<file path="config.mk">
export PLATFORM = sky130hd
export DESIGN_NAME = ps2_scancode_fifo
export DESIGN_NICKNAME = d
export VERILOG_FILES = /design/src/rtl/ps2_scancode_fifo.sv
export SDC_FILE = /design/constraint.sdc
export NUM_CORES = 1
export LEC_CHECK = 0
export CAP_MARGIN = 0
export CORE_MARGIN = 8
export CORE_UTILIZATION = 50
export CTS_CLUSTER_SIZE = 30
export DETAILED_ROUTE_END_ITERATION = 12
export HOLD_SLACK_MARGIN = 0.1
export PLACE_DENSITY = 0.68
export SYNTH_ARGS = -nofsm -noshare
export SYNTH_HDL_FRONTEND = slang
export SYNTH_SLANG_ARGS = --single-unit
</file>
<file path="constraint.sdc">
create_clock -name clk -period 3.96 [get_ports clk]
set_input_delay 0.396 -clock clk [delete_from_list [all_inputs] [get_ports clk]]
set_output_delay 0.396 -clock clk [all_outputs]
set_load 0.005 [all_outputs]
</file>
<file path="src/rtl/ps2_scancode_fifo.sv">
// PS/2 scancode event FIFO.
// Synchronizes the keyboard controller's frame-done strobe and detects its
// rising edge. E0/F0 prefix bytes are folded into one 10-bit event
// {brk, ext, code}, and events are buffered in a first-word-fall-through FIFO.
// irq is asserted while the FIFO holds at least one event.
module ps2_scancode_fifo #(
  parameter int DEPTH = 16,
  parameter int CW    = 5
) (
  input  logic          clk,
  input  logic          rst,
  input  logic [7:0]    kb_data,
  input  logic          kb_valid,
  input  logic          rd_en,
  input  logic          clr_err,
  output logic [9:0]    dout,
  output logic          empty,
  output logic [CW-1:0] count,
  output logic          irq,
  output logic          ovf,
  output logic          err
);

  localparam int AW = $clog2(DEPTH);

  typedef enum logic [1:0] {
    ST_IDLE,
    ST_EXT,
    ST_BRK,
    ST_EXT_BRK
  } state_t;

  logic          r_s1, r_s2, r_s3;
  logic          w_evt;
  state_t        r_state;
  logic          r_wr_req;
  logic [9:0]    r_wr_data;
  logic          r_err;
  logic          r_ovf;
  logic [9:0]    r_mem [DEPTH];
  logic [AW-1:0] r_wptr, r_rptr;
  logic [CW-1:0] r_count;
  logic          w_full, w_empty, w_push, w_pop;
  logic          w_brk, w_ext;

  // Two-flop synchronizer plus one delay flop for rising-edge detection.
  always_ff @(posedge clk) begin
    if (rst) begin
      r_s1 <= 1'b0;
      r_s2 <= 1'b0;
      r_s3 <= 1'b0;
    end else begin
      r_s1 <= kb_valid;
      r_s2 <= r_s1;
      r_s3 <= r_s2;
    end
  end

  assign w_evt = r_s2 & ~r_s3;
  assign w_brk = (r_state == ST_BRK) || (r_state == ST_EXT_BRK);
  assign w_ext = (r_state == ST_EXT) || (r_state == ST_EXT_BRK);

  // Prefix parser. Produces a registered write request one cycle after the
  // byte event. Error set is ordered after the clear so a set takes priority.
  always_ff @(posedge clk) begin
    if (rst) begin
      r_state   <= ST_IDLE;
      r_wr_req  <= 1'b0;
      r_wr_data <= 10'h000;
      r_err     <= 1'b0;
    end else begin
      r_wr_req <= 1'b0;
      if (clr_err) r_err <= 1'b0;
      if (w_evt) begin
        case (kb_data)
          8'hE0: begin
            if (r_state == ST_IDLE)     r_state <= ST_EXT;
            else if (r_state == ST_BRK) r_state <= ST_EXT_BRK;
          end
          8'hF0: begin
            if (r_state == ST_IDLE)     r_state <= ST_BRK;
            else if (r_state == ST_EXT) r_state <= ST_EXT_BRK;
          end
          8'h00, 8'hFF: begin
            r_err   <= 1'b1;
            r_state <= ST_IDLE;
          end
          default: begin
            r_wr_req  <= 1'b1;
            r_wr_data <= {w_brk, w_ext, kb_data};
            r_state   <= ST_IDLE;
          end
        endcase
      end
    end
  end

  assign w_full  = (r_count == CW'(DEPTH));
  assign w_empty = (r_count == '0);
  assign w_pop   = rd_en & ~w_empty;
  // A pop in the same cycle frees a slot, so a full FIFO still accepts.
  assign w_push  = r_wr_req & (~w_full | w_pop);

  // Storage array; no reset so it maps onto distributed/block memory.
  always_ff @(posedge clk) begin
    if (w_push) r_mem[r_wptr] <= r_wr_data;
  end

  // Pointers, occupancy and the sticky overflow flag.
  always_ff @(posedge clk) begin
    if (rst) begin
      r_wptr  <= '0;
      r_rptr  <= '0;
      r_count <= '0;
      r_ovf   <= 1'b0;
    end else begin
      if (w_push) r_wptr <= r_wptr + AW'(1);
      if (w_pop)  r_rptr <= r_rptr + AW'(1);
      case ({w_push, w_pop})
        2'b10:   r_count <= r_count + CW'(1);
        2'b01:   r_count <= r_count - CW'(1);
        default: r_count <= r_count;
      endcase
      if (clr_err) r_ovf <= 1'b0;
      if (r_wr_req && w_full && !w_pop) r_ovf <= 1'b1;
    end
  end

  assign dout  = w_empty ? 10'h000 : r_mem[r_rptr];
  assign empty = w_empty;
  assign count = r_count;
  assign irq   = ~w_empty;
  assign ovf   = r_ovf;
  assign err   = r_err;

endmodule

</file>
Word-level counts from Yosys, hierarchy flattened
Memories as Yosys holds them, arrays and structs flattened. A register that Yosys moved wholly into a read port is not among the register bits.
Cells that the tools add are included.
{ "word_totals": {"reg_bits": 31, "ram_bits": 160, "input_bits": 13, "output_inout_bits": 19, "elab_cells": 68, "memories": 1} }
{ "op_classes": {"n_addsub": 4, "eq_ne": 11, "mux": 17, "bitwise": 9, "n_reduce_logical": 15} }
{ "mem_list": {"columns": ["memory", "words", "word_bits", "read_ports", "rd_clocked_by_memory_dff", "write_ports", "line_no", "text"], "rows": [
  ["r_mem", 16, 10, 1, 1, 1, "40", "logic [9:0] r_mem [DEPTH];"]
]} }
{ "op_table": {"columns": ["cell", "count"], "rows": [
  ["$eq A8 B8 Y1 const B", 3],
  ["$mux W10", 1],
  ["$pmux W5 S2", 1],
  ["$add A4 B1 Y4 const B", 2],
  ["$logic_not A8 Y1", 1],
  ["$mux W1", 8],
  ["$mux W2", 4],
  ["$mux W4", 2],
  ["$eq A2 B2 Y1 const B", 3],
  ["$ne A3 B3 Y1 const B", 2],
  ["$add A5 B1 Y5 const B", 1],
  ["$eq A5 B5 Y1 const B", 1],
  ["$logic_not A5 Y1", 1],
  ["$not A1 Y1", 5],
  ["$sub A5 B1 Y5 const B", 1],
  ["$eq A2 B1 Y1 const B", 2],
  ["$pmux W2 S2", 1],
  ["$reduce_bool A2 Y1", 2],
  ["$reduce_or A2 Y1", 2],
  ["$reduce_or A4 Y1", 1],
  ["$and A1 B1 Y1", 3],
  ["$reduce_and A3 Y1", 1],
  ["$logic_and A1 B1 Y1", 2],
  ["$logic_not A2 Y1", 1],
  ["4 further kinds", 5]
]} }

Longest topological paths before layout
Gate-level depths: netlist of the first run.
{ "logic_depth": {"word_depth": 7, "ltp_mapped": 10, "ltp_nobuf": 8} }

Worst setup path after synthesis of the first run
No wires, ideal clock.
{ "synth_path": {"path_kind": "register to register", "start": "register r_count[1], in the netlist count[1]", "end": "register r_count[4], in the netlist count[4]", "setup_time_ps": 95, "t_arrival_ps": 2272, "required_ps": 3865, "path_slack_ps": 1592, "stages_incl_launch_ff": 11, "n_path_buf": 2, "synth_period_minus_slack_ps": 2368, "cell_sequence": "dfxtp_1 > buf_6 > or4_4 > buf_2 > o21ai_1 > o21ai_0 > ha_1 > nor3_1 > nand3_1 > o2bb2ai_1 > a221oi_1"} }
{ "synth_between": {"elab_chain_cells": 7, "word_cells_on_any_way": 13, "cone_classes": "add/sub (2); eq/ne (3); mux (1); bitwise (5); reduce/logical (2)"} }
{ "synth_rtl": {"columns": ["item", "line_no", "text"], "rows": [
  ["from (decl)", "42", "logic [CW-1:0] r_count;"],
  ["from (signal assigned)", "120", "2'b10: r_count <= r_count + CW'(1);"],
  ["from (signal assigned)", "121", "2'b01: r_count <= r_count - CW'(1);"],
  ["from (signal assigned)", "122", "default: r_count <= r_count;"],
  ["$logic_not A5 Y1", "99", "assign w_empty = (r_count == '0);"],
  ["$not A1 Y1", "100", "assign w_pop = rd_en & ~w_empty;"],
  ["$and A1 B1 Y1", "100", null],
  ["$or A1 B1 Y1", "102", "assign w_push = r_wr_req & (~w_full | w_pop);"],
  ["$and A1 B1 Y1", "102", null],
  ["$eq A2 B1 Y1 / $eq A2 B2 Y1 (equally long branches)", "119", "case ({w_push, w_pop})"],
  ["$pmux W5 S2 / $reduce_bool A2 Y1 (equally long branches)", null, null]
]} }
Parallel ways exist; a longest one is shown, timed or not.
A chain may end at the register's enable or synchronous reset.

Worst setup path in the final report of the first run
{ "layout_path": {"start": "register r_count[0], in the netlist count[0]", "end": "output port dout[5]"} }
{ "layout_between": {"elab_chain_cells": 2} }
{ "layout_rtl": {"columns": ["item", "line_no", "text"], "rows": [
  ["$logic_not A5 Y1", "99", null],
  ["$mux W10", "129", "assign dout = w_empty ? 10'h000 : r_mem[r_rptr];"],
  ["to (decl)", "16", "output logic [9:0] dout,"]
]} }
No other way between the ends.

==> reports/metrics.yaml, run 1 <==
cts_max_path_buffers: 2
fillCellCount: 1127
clk_pin_slew_ps: 60
vias_in_the_first_global_route: 4131
wl_met1_um: 6440
dr.first_iter.drc_count: 346
worst_setup_path_start_kind: "register"
final-hold-violation-count: 0
clk_root_buffer_cell: "sky130_fd_sc_hd__clkbuf_16"
final_min_period_over_clock_period_pct: 83.1
grt_max_degree: 44
postSynthCellCount: 447
routed_wirelength_um: 14900
layout-drive-gt1-share_pct: 18.9
insertedDiodeCount: 0
drcViolationCount: 0
total_die_area_um2: 19800
clock_latency_ps: 420
static-leakage-power_nw: 2.85
clock-skew-final_ps: 6.97
final.min_clock_period_ps: 3290
grt_first_pass_wirelength_um: 23700
critPathMaxFanout: 12
hold_path.startpoint: "r_s1"
tritoncts: "done"
buffer_ports.inserted: 31
met2WireLength_um: 7450
multiInputGateArea_um2: 2160
antenna_violating_nets_post_route: 0
cellPowerDensity_nw_per_um2: 547
nNetsFinal: 513
clock_sink_count: 195
ys_seq_elements: 195
synth_area_um2: 7790
run_status: "finished clean"
yosysSeqAreaShare_pct: 70.6
r2r_setup_slack_ps: 1480
worst_ep_arrival_time_ps: 2890
cp-end-kind: "output port"
die_height_um: 141
cts_inserted_buffers: 17
portion_of_synthesized_cell_area_occupied_by_the_leading_cell_type_pct: 61.6
whs_path_depth: 1
syn2layout_area_growth_pct: 14.7
ys_warn_count: 0
syn-num-nets: 466
syn_area_per_cell_um2: 17.4
yosys.cell_types.count: 40
place.detailed.hpwl_um: 9690
slew_limit_headroom_pct: 20.3
rr_endpoint: "count[4]"
fin_setup_tns_ps: 0
core_um2: 15200
grt_residual_overflow: 0
routabilityCongestion: 0.782
timing_worst_setup_path_type: "reg2out"
routed.top_layer: "met4"
register_area_um2: 5510
layoutNonFillerInstCount: 695
cap_viol_max_count: 0
r2r_start: "count[0]"
largest_area_contributor_in_the_synthesized_netlist: "sky130_fd_sc_hd__edfxtp_1"
row_count: 45
netlist_top_cells_area: "sky130_fd_sc_hd__edfxtp_1 (62%), sky130_fd_sc_hd__mux4_2 (12%), sky130_fd_sc_hd__dfxtp_1 (9.0%)"
postCtsHoldBufs: 0
total_routing_usage_gr_pct: 15.9
transition_at_the_pin_with_the_smallest_max_transition_slack_ps: 1190
rr_worst_depth: 8
start_util_pct: 51.3
dp.cells: 663
clock_tree.htree_level_count: 4
worst_ep_required_time_ps: 3560
floorplan.io_pins: 32
die_w_um: 141
post-cts-setup-buffer-count: 0
finalMaxSlewViolations: 0
routed-wl-met3_um: 842
setup-violations-final: 0
num_vias: 4024
grt_antenna_before_repair: 0
wl_per_cell_um: 21.5
clock.fmax_mhz: 304
worst_ir_drop_vdd_mv: 0.339
setup_repair_after_global_routing_missed_its_margin: "false"
worstHoldPathType: "reg2reg"
drtPass1Iterations: 4
post_cts_resize_count: 0
viasPerCell: 5.79
hold-path-endpoint: "r_s2"
## synthesized netlist by cell type (all sizes together)
cell and n:
o21a 2, buf 9, o31ai 1, nor2b 10, mux2 2, o211ai 3
nor2 24, o2bb2ai 1, nand2b 28, nand4 3, mux2i 31, clkbuf 15
a21oi 8, mux4 40, xnor2 1, a21o 1, o21ai 6, o22ai 11
nand2 10, nor4 1, inv 6, xor2 5, o31a 1, o311ai 2
edfxtp 160, nor3 11, dfxtp 35, a2bb2oi 1, a221oi 1, or4 2
and3 2, nor3b 1, ha 6, nand3 6, a41oi 1
## state kept, by name (all words and copies together), names as in the netlist, named ones only
signal and count:
err 1, count 5, r_s1 1, ovf 1, r_wptr 4, r_wr_req 1
r_state 2, r_wr_data 10, r_rptr 4, r_s3 1, r_mem 160, r_s2 1
## logic make-up after synthesis
family	Yosys count	synth area share, %
flip-flops	195	70.6
AND/OR/NAND/NOR	98	6.60
multiplexers	73	15.9
AO/OA/AOI/OAI	39	3.55
buffers and inverters	30	1.67
XOR/XNOR	6	0.674
adder cells (fa/ha/maj)	6	0.963
## worst max path at each step
stage,from,to,cells past startpoint
after global placement,register,dout[8],5
after floorplan,count[1],count[4],10
after global routing,count[1],dout[5],5
after CTS,count[0],dout[9],5
after detailed placement,count[0],dout[9],5
final,count[0],dout[5],5
## power by group
group / switching, W / total [W] / internal [W]
combinational: 0.000434 / 0.000982 / 0.000548
sequential: 0.0000994 / 0.00235 / 0.00225
clock: 0.000702 / 0.00156 / 0.000860
## area by class of cell
class                   instances  area share, %
flip-flops and latches        195           61.6
multi-input cells             222           24.2
repair buffers                 52           5.23
clock buffers                  18           4.80
well taps                     188           2.63
clock inverters                14           1.27
inverters                       6          0.252
## worst max-delay path: stages, from the launching register on
cell                              delay (ps)
sky130_fd_sc_hd__dfxtp_1                 380
sky130_fd_sc_hd__or4_4                   670
sky130_fd_sc_hd__nand2b_1                320
sky130_fd_sc_hd__nand2b_1                400
sky130_fd_sc_hd__o22ai_1                 210
sky130_fd_sc_hd__clkdlybuf4s50_1         490
## placed cells by master, fill, tap and decap left out, types with 2 or more instances in the layout
master                            synthesis  layout
sky130_fd_sc_hd__a21oi_1                  8       8
sky130_fd_sc_hd__and3_1                   2       2
sky130_fd_sc_hd__buf_4                    0      21
sky130_fd_sc_hd__clkbuf_16                0      17
sky130_fd_sc_hd__clkdlybuf4s50_1          0      31
sky130_fd_sc_hd__clkinv_1                 0       4
sky130_fd_sc_hd__clkinv_2                 0       2
sky130_fd_sc_hd__clkinv_4                 0       4
sky130_fd_sc_hd__clkinvlp_4               0       2
sky130_fd_sc_hd__dfxtp_1                 35      33
sky130_fd_sc_hd__dfxtp_2                  0       2
sky130_fd_sc_hd__edfxtp_1               160     160
sky130_fd_sc_hd__ha_1                     6       6
sky130_fd_sc_hd__inv_1                    6       6
sky130_fd_sc_hd__mux2_4                   2       2
sky130_fd_sc_hd__mux2i_1                 31      31
sky130_fd_sc_hd__mux4_2                  40      40
sky130_fd_sc_hd__nand2_1                 10      10
sky130_fd_sc_hd__nand2b_1                28      28
sky130_fd_sc_hd__nand3_1                  6       6
sky130_fd_sc_hd__nand4_1                  3       3
sky130_fd_sc_hd__nor2_1                  24      24
sky130_fd_sc_hd__nor2b_1                 10      10
sky130_fd_sc_hd__nor3_1                  11      11
sky130_fd_sc_hd__o211ai_1                 3       3
sky130_fd_sc_hd__o21a_1                   2       2
sky130_fd_sc_hd__o21ai_0                  3       3
sky130_fd_sc_hd__o21ai_1                  3       3
sky130_fd_sc_hd__o22ai_1                 10      10
sky130_fd_sc_hd__xor2_1                   5       5
## routing by layer
layer  vias up  track usage (%)
met4         0             4.41
met3        15             4.15
li1       1842                -
met2        95             26.1
met1      2072             20.4
met5         -                0
## metrics by stage
step / instance area, um2 / total power, W / utilization, % / hold WS (ps) / worst slack, ps
after floorplan: 7790 / 0.00305 / - / 414 / 1590
after global placement: 8400 / 0.00337 / 55.2 / 421 / 1180
after detailed placement: 8400 / 0.00339 / 55.2 / 427 / 1160
after CTS: 8940 / 0.00494 / 58.8 / 442 / 675
after global routing: 8940 / 0.00510 / 58.8 / 474 / 518
final: 8940 / 0.00489 / 58.8 / 437 / 669
Note: power is estimated with default switching activity, not from simulation.
==> inputs of run 2 (changes only) <==
- clock period: 3.96 -> 3.3 ns (I/O delays scaled with it)
==> run 2 against run 1 <==
Power increased by 26%. Final area is 1.3% higher. Critical path depth unchanged. First-iteration DRC count fell by 8.4%. Critical endpoint is now dout[9].
==> reports/metrics.yaml, run 2 (synthesized netlist as in run 1, its figures left out) <==
postLayoutSetupSlackWorst_ps: 216  # -453 ps
grt_antenna_before_repair: 0  # unchanged
clk_root_buffer_cell: "sky130_fd_sc_hd__clkbuf_16"
transition_at_the_pin_with_the_smallest_max_transition_slack_ps: 1170  # -16.2 ps
antenna_violating_nets_post_route: 0  # unchanged
worst_setup_path_start_kind: "register"
switching_share_of_power_pct: 24.7  # -0.50 points
r2r_setup_slack_ps: 670  # -810 ps
largest_register: "r_mem"
dr.first_iter.drc_count: 317  # -8.4%
finalMaxSlewViolations: 0  # unchanged
setup.worst_path.start: "count[1]"
post-cts-setup-buffer-count: 0  # unchanged
floorplan.io_pins: 32  # unchanged
finish.instance_area_um2: 9060  # +1.3%
switching_power_w: 0.00153  # +24%
row_count: 45  # unchanged
clock-skew-final_ps: 13.3  # +6.30 ps
rr_worst_depth: 8  # unchanged
dp_slack_ps: 582  # -577 ps
critPathMaxFanout: 12  # unchanged
worst_ir_drop_vdd_mv: 0.509  # +50%
syn2layout_area_growth_pct: 16.2
final_min_period_over_clock_period_pct: 93.4
cts_max_path_buffers: 2  # unchanged
area_after_dpl_um2: 8440  # +0.48%
post_cts_resize_count: 0  # unchanged
grt_residual_overflow: 0  # unchanged
start_util_pct: 51.3  # unchanged
whs_path_depth: 2  # +1
worst_ep_arrival_time_ps: 2750  # -140 ps
wl_per_cell_um: 22.3  # +3.7%
buffer_ports.inserted: 31  # unchanged
insertedDiodeCount: 0  # unchanged
total_routing_usage_gr_pct: 16.4  # +0.51 points
drcViolationCount: 0  # unchanged
dp.cells: 665  # +0.30%
share_seq_of_total_power_pct: 45.6  # -2.4 points
nNetsFinal: 515  # +0.39%
grt_first_pass_wirelength_um: 23900  # +0.87%
setup-violations-final: 0  # unchanged
layout.cells.most_common_list: "sky130_fd_sc_hd__edfxtp_1 (160), sky130_fd_sc_hd__mux4_2 (40), sky130_fd_sc_hd__dfxtp_1 (33)"
grt_max_degree: 41  # -6.8%
internal-power_w: 0.00466  # +27%
slew_limit_headroom_pct: 21.6  # +1.3 points
die_w_um: 141  # unchanged
run_status: "finished clean"
viasPerCell: 5.88  # +1.6%
layout-drive-gt1-share_pct: 20.0  # +1.1 points
worstHoldPathType: "in2reg"
clk_pin_slew_ps: 70  # about the same
vias_in_the_first_global_route: 4202  # +1.7%
tritoncts: "done"
cp-end-kind: "output port"
routed_wirelength_um: 15500  # +4.0%
hold_path.startpoint: "kb_valid"
num_vias: 4099  # +1.9%
timing_worst_setup_path_type: "reg2out"
fin_setup_tns_ps: 0  # unchanged
clock.fmax_mhz: 324
clock_tree.htree_level_count: 4  # unchanged
final_common_cell: "sky130_fd_sc_hd__edfxtp_1"
core_um2: 15200  # unchanged
worst_ep_required_time_ps: 2970  # -590 ps
layoutNonFillerInstCount: 697  # +0.29%
routabilityCongestion: 0.778  # -0.50%
hold-path-endpoint: "r_s1"
total_die_area_um2: 19800  # unchanged
fillCellCount: 1113  # -1.2%
comb_power_share_pct: 19.7  # -0.4 points
setup_repair_after_global_routing_missed_its_margin: "false"
r2r_start: "count[1]"
postCtsHoldBufs: 0  # unchanged
final.min_clock_period_ps: 3080
static-leakage-power_nw: 2.89  # +1.6%
largest_register_ffs: 160  # unchanged
clock_sink_count: 195  # unchanged
place.detailed.hpwl_um: 9720  # +0.27%
cts_inserted_buffers: 17  # unchanged
finalHoldWorstSlack_ps: 452  # +15.7 ps
final-hold-violation-count: 0  # unchanged
rr_endpoint: "count[4]"
share_of_power_burned_in_the_clock_network_pct: 34.7  # +2.8 points
cellPowerDensity_nw_per_um2: 683  # +25%
die_height_um: 141  # unchanged
clock_latency_ps: 430  # about the same
drtPass1Iterations: 4  # unchanged
cap_viol_max_count: 0  # unchanged
## run 2: changes by cell type in the layout (fill, tap and decap cells not counted), sizes merged
cell,delta
clkinvlp,+2
clkinv,-8
inv,+1
bufinv,+3
clkbuf,+2
buf,+2
## run 2: final cells by class
| class | count | area, um2 | area share (%) |
|---|---|---|---|
| well taps | 188 | 235 | 2.60 |
| flip-flops and latches | 195 | 5510 | 60.8 |
| inverters | 6 | 22.5 | 0.249 |
| repair buffers | 54 | 508 | 5.61 |
| clock inverters | 12 | 181 | 2.00 |
| clock buffers | 20 | 437 | 4.82 |
| multi-input cells | 222 | 2170 | 23.9 |
## run 2: power by group through the flow
stage,clock (W),combinational [W],sequential [W]
after floorplan,0,0.000868,0.00280
after global placement,0,0.00120,0.00287
after detailed placement,0,0.00122,0.00288
after CTS,0.00217,0.00123,0.00282
after global routing,0.00225,0.00132,0.00284
final,0.00215,0.00122,0.00282
## run 2: worst max-delay path by stage
| stage | depth (start not counted) | slack, ps | end |
|---|---|---|---|
| floorplan | 10 | 930 | count[4] |
| global placement | 5 | 640 | dout[1] |
| detailed placement | 5 | 580 | dout[9] |
| CTS | 5 | 100 | dout[9] |
| global route | 5 | 80 | dout[1] |
| finish | 5 | 220 | dout[9] |
## run 2: worst max-delay path: stages, from the launching register on
cell and delay (ps):
sky130_fd_sc_hd__dfxtp_1 410, sky130_fd_sc_hd__or4_4 650, sky130_fd_sc_hd__nand2b_1 330, sky130_fd_sc_hd__nand2b_2 280
sky130_fd_sc_hd__o22ai_1 170, sky130_fd_sc_hd__clkdlybuf4s50_1 470
## run 2: layer usage
metal | vias to the layer above | track usage (%) | wire length (um)
met1 | 2091 | 21.0 | 6770
met5 | - | 0 | 0
met2 | 137 | 26.1 | 7600
met3 | 20 | 4.66 | 966
li1 | 1851 | - | -
met4 | 0 | 6.11 | 191
## run 2: per-stage QoR
stage	power (W)	util (%)
6_report	0.00619	59.6
5_1_grt	0.00641	59.6
4_1_cts	0.00622	59.6
3_5_place_dp	0.00410	55.5
3_3_place_gp	0.00407	55.5
2_1_floorplan	0.00366	-
==> inputs of run 3 (changes only) <==
- CTS_BUF_LIST: not set -> sky130_fd_sc_hd__clkbuf_8
- MAX_ROUTING_LAYER: not set -> met4
==> run 3 against run 2 <==
Global-route usage increased by 0.36 points. Count of clock-buffer cells in the layout decreased by 3. Wire length decreased by 1.6%. First-iteration DRC count increased by 15%. Non-clock buffer count unchanged. Flip-flop and latch count unchanged. Critical endpoint unchanged.
==> reports/metrics.yaml, run 3 (synthesized netlist as in run 1, its figures left out) <==
layoutNonFillerInstCount: 697  # unchanged
buffer_ports.inserted: 31  # unchanged
vias_in_the_first_global_route: 4173  # -0.69%
share_seq_of_total_power_pct: 49.7  # +4.1 points
worst_ep_required_time_ps: 2970  # about the same
clock-skew-final_ps: 14.6  # +1.31 ps
clk_pin_slew_ps: 90  # +20 ps
largest_register_ffs: 160  # unchanged
share_of_power_burned_in_the_clock_network_pct: 28.7  # -6.0 points
die_height_um: 141  # unchanged
clock_tree.htree_level_count: 4  # unchanged
die_w_um: 141  # unchanged
clock_sink_count: 195  # unchanged
fin_setup_tns_ps: 0  # unchanged
nNetsFinal: 515  # unchanged
wl_per_cell_um: 21.9  # -1.6%
timing_worst_setup_path_type: "reg2out"
switching_power_w: 0.00146  # -4.4%
clk_root_buffer_cell: "sky130_fd_sc_hd__clkbuf_8"
worst_setup_path_start_kind: "register"
comb_power_share_pct: 21.6  # +1.9 points
slew_limit_headroom_pct: 22.4  # +0.84 points
critPathMaxFanout: 12  # unchanged
num_vias: 4062  # -0.90%
final.min_clock_period_ps: 3140  # +51.6 ps
viasPerCell: 5.83  # -0.90%
dp.cells: 665  # unchanged
cellPowerDensity_nw_per_um2: 639  # -6.4%
internal-power_w: 0.00420  # -9.8%
setup_repair_after_global_routing_missed_its_margin: "false"
drcViolationCount: 0  # unchanged
tritoncts: "done"
finalMaxSlewViolations: 0  # unchanged
cts_inserted_buffers: 17  # unchanged
total_die_area_um2: 19800  # unchanged
area_after_dpl_um2: 8440  # unchanged
transition_at_the_pin_with_the_smallest_max_transition_slack_ps: 1160  # -12.6 ps
postLayoutSetupSlackWorst_ps: 165  # -51.6 ps
place.detailed.hpwl_um: 9720  # unchanged
core_um2: 15200  # unchanged
start_util_pct: 51.3  # unchanged
cp-end-kind: "output port"
layout-drive-gt1-share_pct: 20.0  # unchanged
grt_residual_overflow: 0  # unchanged
worst_ep_arrival_time_ps: 2810  # +60 ps
clock.fmax_mhz: 319  # -1.6%
cap_viol_max_count: 0  # unchanged
report.power.total_w: 0.00567  # -8.4%
final_common_cell: "sky130_fd_sc_hd__edfxtp_1"
final_min_period_over_clock_period_pct: 95.0  # +1.6 points
finish.instance_area_um2: 8870  # -2.1%
clock_latency_ps: 460  # +30 ps
postCtsHoldBufs: 0  # unchanged
worst_ir_drop_vdd_mv: 0.506  # -0.42%
grt_antenna_before_repair: 0  # unchanged
largest_register: "r_mem"
static-leakage-power_nw: 2.82  # -2.6%
routed_wirelength_um: 15300  # -1.6%
syn2layout_area_growth_pct: 13.8
insertedDiodeCount: 0  # unchanged
antenna_violating_nets_post_route: 0  # unchanged
dr.first_iter.drc_count: 364  # +15%
cts_max_path_buffers: 2  # unchanged
row_count: 45  # unchanged
grt_first_pass_wirelength_um: 23800  # -0.38%
final-hold-violation-count: 0  # unchanged
drtPass1Iterations: 4  # unchanged
floorplan.io_pins: 32  # unchanged
dp_slack_ps: 582  # unchanged
layout.cells.most_common_list: "sky130_fd_sc_hd__edfxtp_1 (160), sky130_fd_sc_hd__mux4_2 (40), sky130_fd_sc_hd__dfxtp_1 (33)"
total_routing_usage_gr_pct: 16.7  # +0.36 points
grt_max_degree: 41  # unchanged
setup-violations-final: 0  # unchanged
run_status: "finished clean"
switching_share_of_power_pct: 25.8  # +1.1 points
worstHoldPathType: "in2reg"
routabilityCongestion: 0.789  # +1.4%
run 3: routing by layer:
metal	share of wire, %	track usage [%]	up-vias
met1	45	21.4	2076
li1	-	-	1848
met2	49	25.8	125
met5	0	-	-
met3	5.0	4.19	13
met4	1.1	5.49	0
run 3: area by class of cell:
class	count	area, um2
multi-input combinational	222	2170
tap	188	235
clock inverter	15	193
fill	1137	6330
clock buffer	17	234
sequential	195	5510
inverter	6	22.5
timing repair buffer	54	508
run 3: per-stage QoR:
stage               hold slack (ps)  util, %
detailed placement              441     55.5
global placement                422     55.5
global route                    410     58.3
CTS                             405     58.3
floorplan                       414        -
finish                          428     58.3
run 3: worst paths after layout:
path                            slack (ps)  cells past startpoint  startpoint  endpoint
worst max-delay path                   160                      5    count[1]   dout[9]
worst min-delay path                   430                      2    kb_valid      r_s1
worst max register to register         670                      8    count[1]  count[4]
worst min register to register         460                      1        r_s1      r_s2
run 3: power groups by stage:
stage / sequential [W] / combinational, W / clock [W]
after floorplan: 0.00280 / 0.000868 / 0
after global placement: 0.00287 / 0.00120 / 0
after detailed placement: 0.00288 / 0.00122 / 0
after CTS: 0.00282 / 0.00123 / 0.00165
after global routing: 0.00284 / 0.00132 / 0.00174
final: 0.00282 / 0.00122 / 0.00163
run 3: repair_timing:
action                     CTS  global route
setup endpoints to repair    0            10
gates resized for setup      0             2
buffers inserted             0             0
run 3: worst max-delay path, stage by stage (launching register included):
cell                              delay (ps)
sky130_fd_sc_hd__dfxtp_1                 410
sky130_fd_sc_hd__or4_4                   650
sky130_fd_sc_hd__nand2b_1                350
sky130_fd_sc_hd__nand2b_2                290
sky130_fd_sc_hd__o22ai_1                 170
sky130_fd_sc_hd__clkdlybuf4s50_1         470
